==> config.mk <==
export PLATFORM = sky130hd
export DESIGN_NAME = mem_responder
export DESIGN_NICKNAME = d
export VERILOG_FILES = /design/src/rtl/mem_pkg.sv /design/src/rtl/mem_array.sv /design/src/rtl/mem_responder.sv
export SDC_FILE = /design/constraint.sdc
export NUM_CORES = 2
export LEC_CHECK = 0
export ABC_AREA = 0
export BUFFER_PORTS_ARGS = -buffer_cell sky130_fd_sc_hd__buf_2
export CORE_ASPECT_RATIO = 1.2
export CORE_MARGIN = 2
export CORE_UTILIZATION = 40
export DETAILED_ROUTE_END_ITERATION = 12
export SLEW_MARGIN = 20
export SYNTH_ARGS = -nofsm -noshare
export SYNTH_HDL_FRONTEND = slang
export SYNTH_SLANG_ARGS = --single-unit
==> constraint.sdc <==
create_clock -name clk -period 9.9 [get_ports clk]
set_clock_uncertainty 0.1 [all_clocks]
set_input_delay 1.485 -clock clk [delete_from_list [all_inputs] [get_ports clk]]
set_output_delay 1.485 -clock clk [all_outputs]
set_load 0.01 [all_outputs]
==> src/rtl/mem_pkg.sv <==
// Shared definitions for the memory responder: FSM encoding, default sizing
// and a small address helper.
package mem_pkg;

    typedef enum logic [1:0] {
        ST_IDLE = 2'b00,
        ST_BUSY = 2'b01,
        ST_DONE = 2'b10
    } state_t;

    localparam int DEPTH_WORDS_DEFAULT = 64;
    localparam int WAIT_CYCLES_DEFAULT = 2;

    function automatic logic is_misaligned(input logic [31:0] byte_addr);
        return byte_addr[1:0] != 2'b00;
    endfunction

endpackage

==> src/rtl/mem_array.sv <==
// Single-port word storage: synchronous write, combinational read.
// Contents are never cleared; unwritten words read as whatever the RAM holds.
module mem_array #(
    parameter int DEPTH_WORDS = 64
) (
    input  logic                           clk,
    input  logic                           we,
    input  logic [$clog2(DEPTH_WORDS)-1:0] addr,
    input  logic [31:0]                    wdata,
    output logic [31:0]                    rdata
);

    logic [31:0] mem_q [DEPTH_WORDS];

    always_ff @(posedge clk) begin
        if (we) begin
            mem_q[addr] <= wdata;
        end
    end

    assign rdata = mem_q[addr];

endmodule

==> src/rtl/mem_responder.sv <==
// Wait-state memory responder: IDLE -> BUSY (WAIT_CYCLES) -> DONE -> IDLE.
// Optional alignment checking is enabled by defining MEM_ALIGN_CHECK_EN.
module mem_responder
    import mem_pkg::*;
#(
    parameter int DEPTH_WORDS = DEPTH_WORDS_DEFAULT,
    parameter int WAIT_CYCLES = WAIT_CYCLES_DEFAULT
) (
    input  logic        clk,
    input  logic        reset,
    input  logic        req,
    input  logic        we,
    input  logic [31:0] addr,
    input  logic [31:0] wdata,
    output logic [31:0] rdata,
    output logic        ready,
    output logic        err
);

    localparam int IW = $clog2(DEPTH_WORDS);
    localparam logic [3:0] CNT_INIT = (WAIT_CYCLES == 0) ? 4'd0 : 4'(WAIT_CYCLES - 1);

    state_t          state_q, state_d;
    logic [3:0]      cnt_q, cnt_d;
    logic            we_q, we_d;
    logic            mis_q, mis_d;
    logic [IW-1:0]   idx_q, idx_d;
    logic [31:0]     wdata_q, wdata_d;
    logic            ready_q, ready_d;
    logic            err_q, err_d;
    logic [31:0]     rdata_q, rdata_d;

    logic            req_mis;
    logic            mem_we;
    logic [31:0]     mem_rdata;

`ifdef MEM_ALIGN_CHECK_EN
    logic unused_addr_bits;
    assign req_mis          = is_misaligned(addr);
    assign unused_addr_bits = ^addr[31:IW+2];
`else
    logic unused_addr_bits;
    assign req_mis          = 1'b0;
    assign unused_addr_bits = ^{addr[31:IW+2], addr[1:0]};
`endif

    always_comb begin
        state_d = state_q;
        cnt_d   = cnt_q;
        we_d    = we_q;
        mis_d   = mis_q;
        idx_d   = idx_q;
        wdata_d = wdata_q;
        ready_d = 1'b0;
        err_d   = 1'b0;
        rdata_d = '0;
        case (state_q)
            ST_IDLE: begin
                if (req) begin
                    we_d    = we;
                    mis_d   = req_mis;
                    idx_d   = addr[IW+1:2];
                    wdata_d = wdata;
                    if (WAIT_CYCLES == 0) begin
                        state_d = ST_DONE;
                    end else begin
                        state_d = ST_BUSY;
                        cnt_d   = CNT_INIT;
                    end
                end
            end
            ST_BUSY: begin
                if (cnt_q == 4'd0) begin
                    state_d = ST_DONE;
                end else begin
                    cnt_d = cnt_q - 4'd1;
                end
            end
            ST_DONE: begin
                // Outputs are registered, so the completion pulse is visible
                // in the cycle after DONE, alongside the write commit.
                state_d = ST_IDLE;
                ready_d = 1'b1;
                err_d   = mis_q;
                if (!we_q && !mis_q) begin
                    rdata_d = mem_rdata;
                end
            end
            default: begin
                state_d = ST_IDLE;
            end
        endcase
    end

    // Reset gates the commit so an access aborted in DONE never lands.
    assign mem_we = (state_q == ST_DONE) && we_q && !mis_q && !reset;

    always_ff @(posedge clk) begin
        if (reset) begin
            state_q <= ST_IDLE;
            cnt_q   <= 4'd0;
            we_q    <= 1'b0;
            mis_q   <= 1'b0;
            ready_q <= 1'b0;
            err_q   <= 1'b0;
            rdata_q <= '0;
        end else begin
            state_q <= state_d;
            cnt_q   <= cnt_d;
            we_q    <= we_d;
            mis_q   <= mis_d;
            ready_q <= ready_d;
            err_q   <= err_d;
            rdata_q <= rdata_d;
        end
    end

    always_ff @(posedge clk) begin
        idx_q   <= idx_d;
        wdata_q <= wdata_d;
    end

    mem_array #(
        .DEPTH_WORDS(DEPTH_WORDS)
    ) u_array (
        .clk  (clk),
        .we   (mem_we),
        .addr (idx_q),
        .wdata(wdata_q),
        .rdata(mem_rdata)
    );

    assign ready = ready_q;
    assign err   = err_q;
    assign rdata = rdata_q;

endmodule

==> flow_metrics.env <==
export IMPL_run_status="complete, no violations"
export IMPL_cp_cell_sequence="buf_12 > buf_4 > nand3_1 > nor2_4 > buf_4"
export IMPL_synth_seq_area_share_pct=79.66
export IMPL_wl_per_cell_um=29.13
export IMPL_floorplan_initialDensity_pct=40.22
export IMPL_max_slew_worst_pin_slew_ns=1.093
export IMPL_globalplace_congestion=0.7462
export IMPL_route_final_wire_length_mm=188.2
export IMPL_portBuffers=74
export IMPL_critical_path_top_cell_by_count="buf_4"
export IMPL_vias=36470
export IMPL_max_freq_mhz=206.3
export IMPL_arrival_ns=5.21
export IMPL_timing_critical_path_slowest_stage_cell="nand3_1"
export IMPL_combinationalPowerShare_pct=5.4
export IMPL_detailedPlacementHpwl_mm=98.93
export IMPL_synth_enable_flop_cells=2086
export IMPL_worstPathMaxFanout=131
export IMPL_timing_critical_path_slowest_cell_delay_ns=0.98
export IMPL_power_share_sequential_pct=54.7
export IMPL_clock_latency_on_the_worst_skew_pair_ns=0.84
export IMPL_worst_ep_required_time_ns=10.26
export IMPL_clk_transition_reported_paths_ns=0.06
export IMPL_r2r_cells=5
export IMPL_asyncSetResetFlopFracSynth_pct=0
export IMPL_timing_critical_path_from_type="flop"
export IMPL_hold_violations=0
export IMPL_clk_path_buf_depth=3
export IMPL_grt_antenna_before_repair=6
export IMPL_die_area_um2=202700
export IMPL_worstSetupPathType="reg -> reg"
export IMPL_final_layout_size_suffix_gt1_share_pct=27.51
export IMPL_critPathCaptureType="flop"
export IMPL_regToRegSetupSlack_ns=5.05
export IMPL_numCtsBuffers=198
export IMPL_period_needed_ns=4.848
export IMPL_power_share_switching_pct=21.16
export IMPL_grt_max_degree=139
export IMPL_rows=179
export IMPL_yosys_most_used_dff="edfxtp_1"
export IMPL_layout_filler_cells=16550
export IMPL_grt_setup_unrepaired="false"
export IMPL_min_to="cnt_q[1]"
export IMPL_ys_seq_elements=2126
export IMPL_synthesis_area_per_instance_um2=23.15
export IMPL_cts_htree_levels=4
export IMPL_critPathBufInv=3
export IMPL_gr_total_overflow=0
export IMPL_worst_path_dominant_cell_family="buffers and inverters"
export IMPL_syn_inst=3440
export IMPL_number_of_pins_exceeding_their_max_slew_limit_in_the_final_report=0
export IMPL_chipWidth_um=411.3
export IMPL_cts_setup_buffers=0
export IMPL_first_drt_iteration_drcs=3791
export IMPL_rr_startpoint="idx_q[1]"
export IMPL_hold_start="cnt_q[1]"
export IMPL_viasPerCell=5.644
export IMPL_vias_in_the_first_global_route=37550
export IMPL_cts_tree="done"
export IMPL_cellPowerDensity_nw_per_um2=202.2
export IMPL_clock_root_buffer="clkbuf_16"
export IMPL_synth_largest_type_area_fraction_pct=78.66
export IMPL_synth_largest_area_cell="edfxtp_1"
export IMPL_cell_variety_after_synth=54
export IMPL_cts_resized_gates=0
export IMPL_worst_ir_drop_vdd_mv=0.1879
export IMPL_synth_nets=3509
export IMPL_critical_path_reg2reg_endpoint="u_array.mem_q[39][4]"
export IMPL_core_um2=198000
export IMPL_timing_final_setup_violations=0
export IMPL_synthesis_area_um2=79640
export IMPL_cts_hold_buf=0
export IMPL_area_growth_pct=13.33
export IMPL_min_path_type="reg -> reg"
export IMPL_slew_limit_headroom_pct=27.16
export IMPL_min_path_cells=2
export IMPL_layout_worst_path_cycle_share_pct=48.97
export IMPL_intPower_uw=14390
export IMPL_nNetsFinal=3734
export IMPL_finalHoldWorstSlack_ns=0.4210
export IMPL_drt_drc_violations_left=0
export IMPL_switchingPower_uw=3861
export IMPL_dr_pass1_iters=5
export IMPL_antenna_violating_nets_left=0
export IMPL_grt_pass1_wl_mm=269.5
export IMPL_static_leakage_power_uw=0.02789
export IMPL_synth_area_leaders="edfxtp_1, mux4_2, a22oi_1, dfxtp_1, nand4_1"
export IMPL_die_ht_um=492.8
export IMPL_yosysWarningCount=0
export IMPL_cap_violations=0
export IMPL_tns_ns=0
export IMPL_numClockSinks=2126
export IMPL_grt_total_usage_pct=18.57
export IMPL_io_pins=102
export IMPL_total_design_power_uw=18250
export IMPL_clock_share_of_power_pct=40.0
## cells in the final DEF (no fill, tap or decap), drive strengths merged, types with 2 or more instances in the layout
| master | n |
|---|---|
| edfxtp | 2086 |
| mux4 | 500 |
| clkbuf | 276 |
| buf | 209 |
| a22oi | 116 |
| nand2 | 82 |
| nor2 | 82 |
| clkinv | 75 |
| nand4 | 60 |
| dfxtp | 40 |
| a22o | 37 |
| a21oi | 35 |
| nor2b | 32 |
| a211oi | 31 |
| and2 | 31 |
| o21ba | 29 |
| mux2i | 16 |
| bufinv | 8 |
| inv | 8 |
| clkinvlp | 7 |
| nor3b | 7 |
| nor3 | 6 |
| nand2b | 6 |
| a221oi | 5 |
| o22a | 5 |
| nand3 | 4 |
| a221o | 4 |
| diode | 3 |
| nand3b | 3 |
| nor4b | 3 |
| nor4bb | 3 |
| a31oi | 3 |
| nor4 | 3 |
| o22ai | 3 |
| and4b | 2 |
| o21a | 2 |
## power by group through the flow
stage	combinational [uW]	clock, uW	sequential [uW]
finish	979	7290	9980
global route	1050	7770	9980
CTS	991	7440	9980
detailed placement	989	0	10200
global placement	971	0	10200
floorplan	561	0	10300
## worst max path at each step
stage	cells past startpoint	startpoint	to	slack, ns
6_report	5	idx_q[1]	u_array.mem_q[39][4]	5.05
5_1_grt	5	idx_q[1]	u_array.mem_q[39][4]	4.88
4_1_cts	5	idx_q[1]	u_array.mem_q[39][6]	4.99
3_5_place_dp	7	reset	u_array.mem_q[39][8]	4.38
3_3_place_gp	7	reset	u_array.mem_q[39][8]	4.40
2_1_floorplan	5	req	cnt_q[3]	4.15
## tightest hold or removal path: stages (launching register included)
cell and delay (ns):
dfxtp_1 0.34, a21oi_1 0.07, nor2_1 0.07
## stage by stage
stage                     utilization [%]  area (um2)  std cells  setup slack [ns]
after floorplan                         -       79640       3440             4.151
after global placement              42.45       84050       6088             4.398
final                               45.59       90250       6462             5.052
after global routing                45.58       90250       6461             4.883
after detailed placement            42.45       84050       6088             4.380
after CTS                           45.57       90220       6458             4.994
## area by class of cell
cell class	count	area (um2)	share of cell area, %
Sequential cell	2126	63440	70.29
Multi-Input combinational cell	1126	15850	17.56
Clock buffer	276	5455	6.044
Tap cell	2624	3283	3.638
Timing Repair Buffer	209	1491	1.653
Clock inverter	94	713.2	0.7902
Inverter	4	15.01	0.01664
Antenna cell	3	7.507	0.008318
## routing by layer
layer / part of all wire, % / routed length (um) / vias to the layer above / GRT usage [%]
li1: - / - / 15150 / -
met1: 41 / 77220 / 19830 / 25.25
met2: 51 / 95820 / 1244 / 31.05
met3: 5.8 / 10950 / 248 / 2.979
met4: 2.3 / 4245 / 0 / 5.222
met5: 0 / 0 / - / 0
## cells in the mapped netlist, types with 3 or more instances
cell	count
edfxtp_1	2086
mux4_2	500
a22oi_1	116
nand2_1	82
nor2_1	82
clkbuf_1	69
buf_2	64
nand4_1	60
dfxtp_1	40
a22o_1	37
a21oi_1	35
nor2b_1	32
a211oi_1	31
and2_1	31
o21ba_1	28
buf_1	22
buf_4	19
mux2i_1	16
buf_6	9
nor3b_1	7
nand2b_1	6
nor3_1	6
a221oi_1	5
o22a_1	5
a221o_1	4
nand3_1	4
a31oi_1	3
inv_1	3
nand3b_1	3
nor4_1	3
nor4b_1	3
nor4bb_1	3
o22ai_1	3
## flip-flops by register name (all words and copies together) (netlist names)
register / cells
cnt_q: 4
idx_q: 6
rdata: 32
ready: 1
state_q: 2
u_array.mem_q: 2048
wdata_q: 32
we_q: 1
## cells by family after synthesis
group / synth area share, %
AOI/OAI and AO/OA: 2.630
xor gates and xnor gates: 0.02200
and+or+nand+nor: 2.159
adders and majority gates: 0.01571
buffers and inverters: 1.163
other: 0.004709
DFF: 79.66
muxes: 14.34
(Power assumes the default switching activity.)
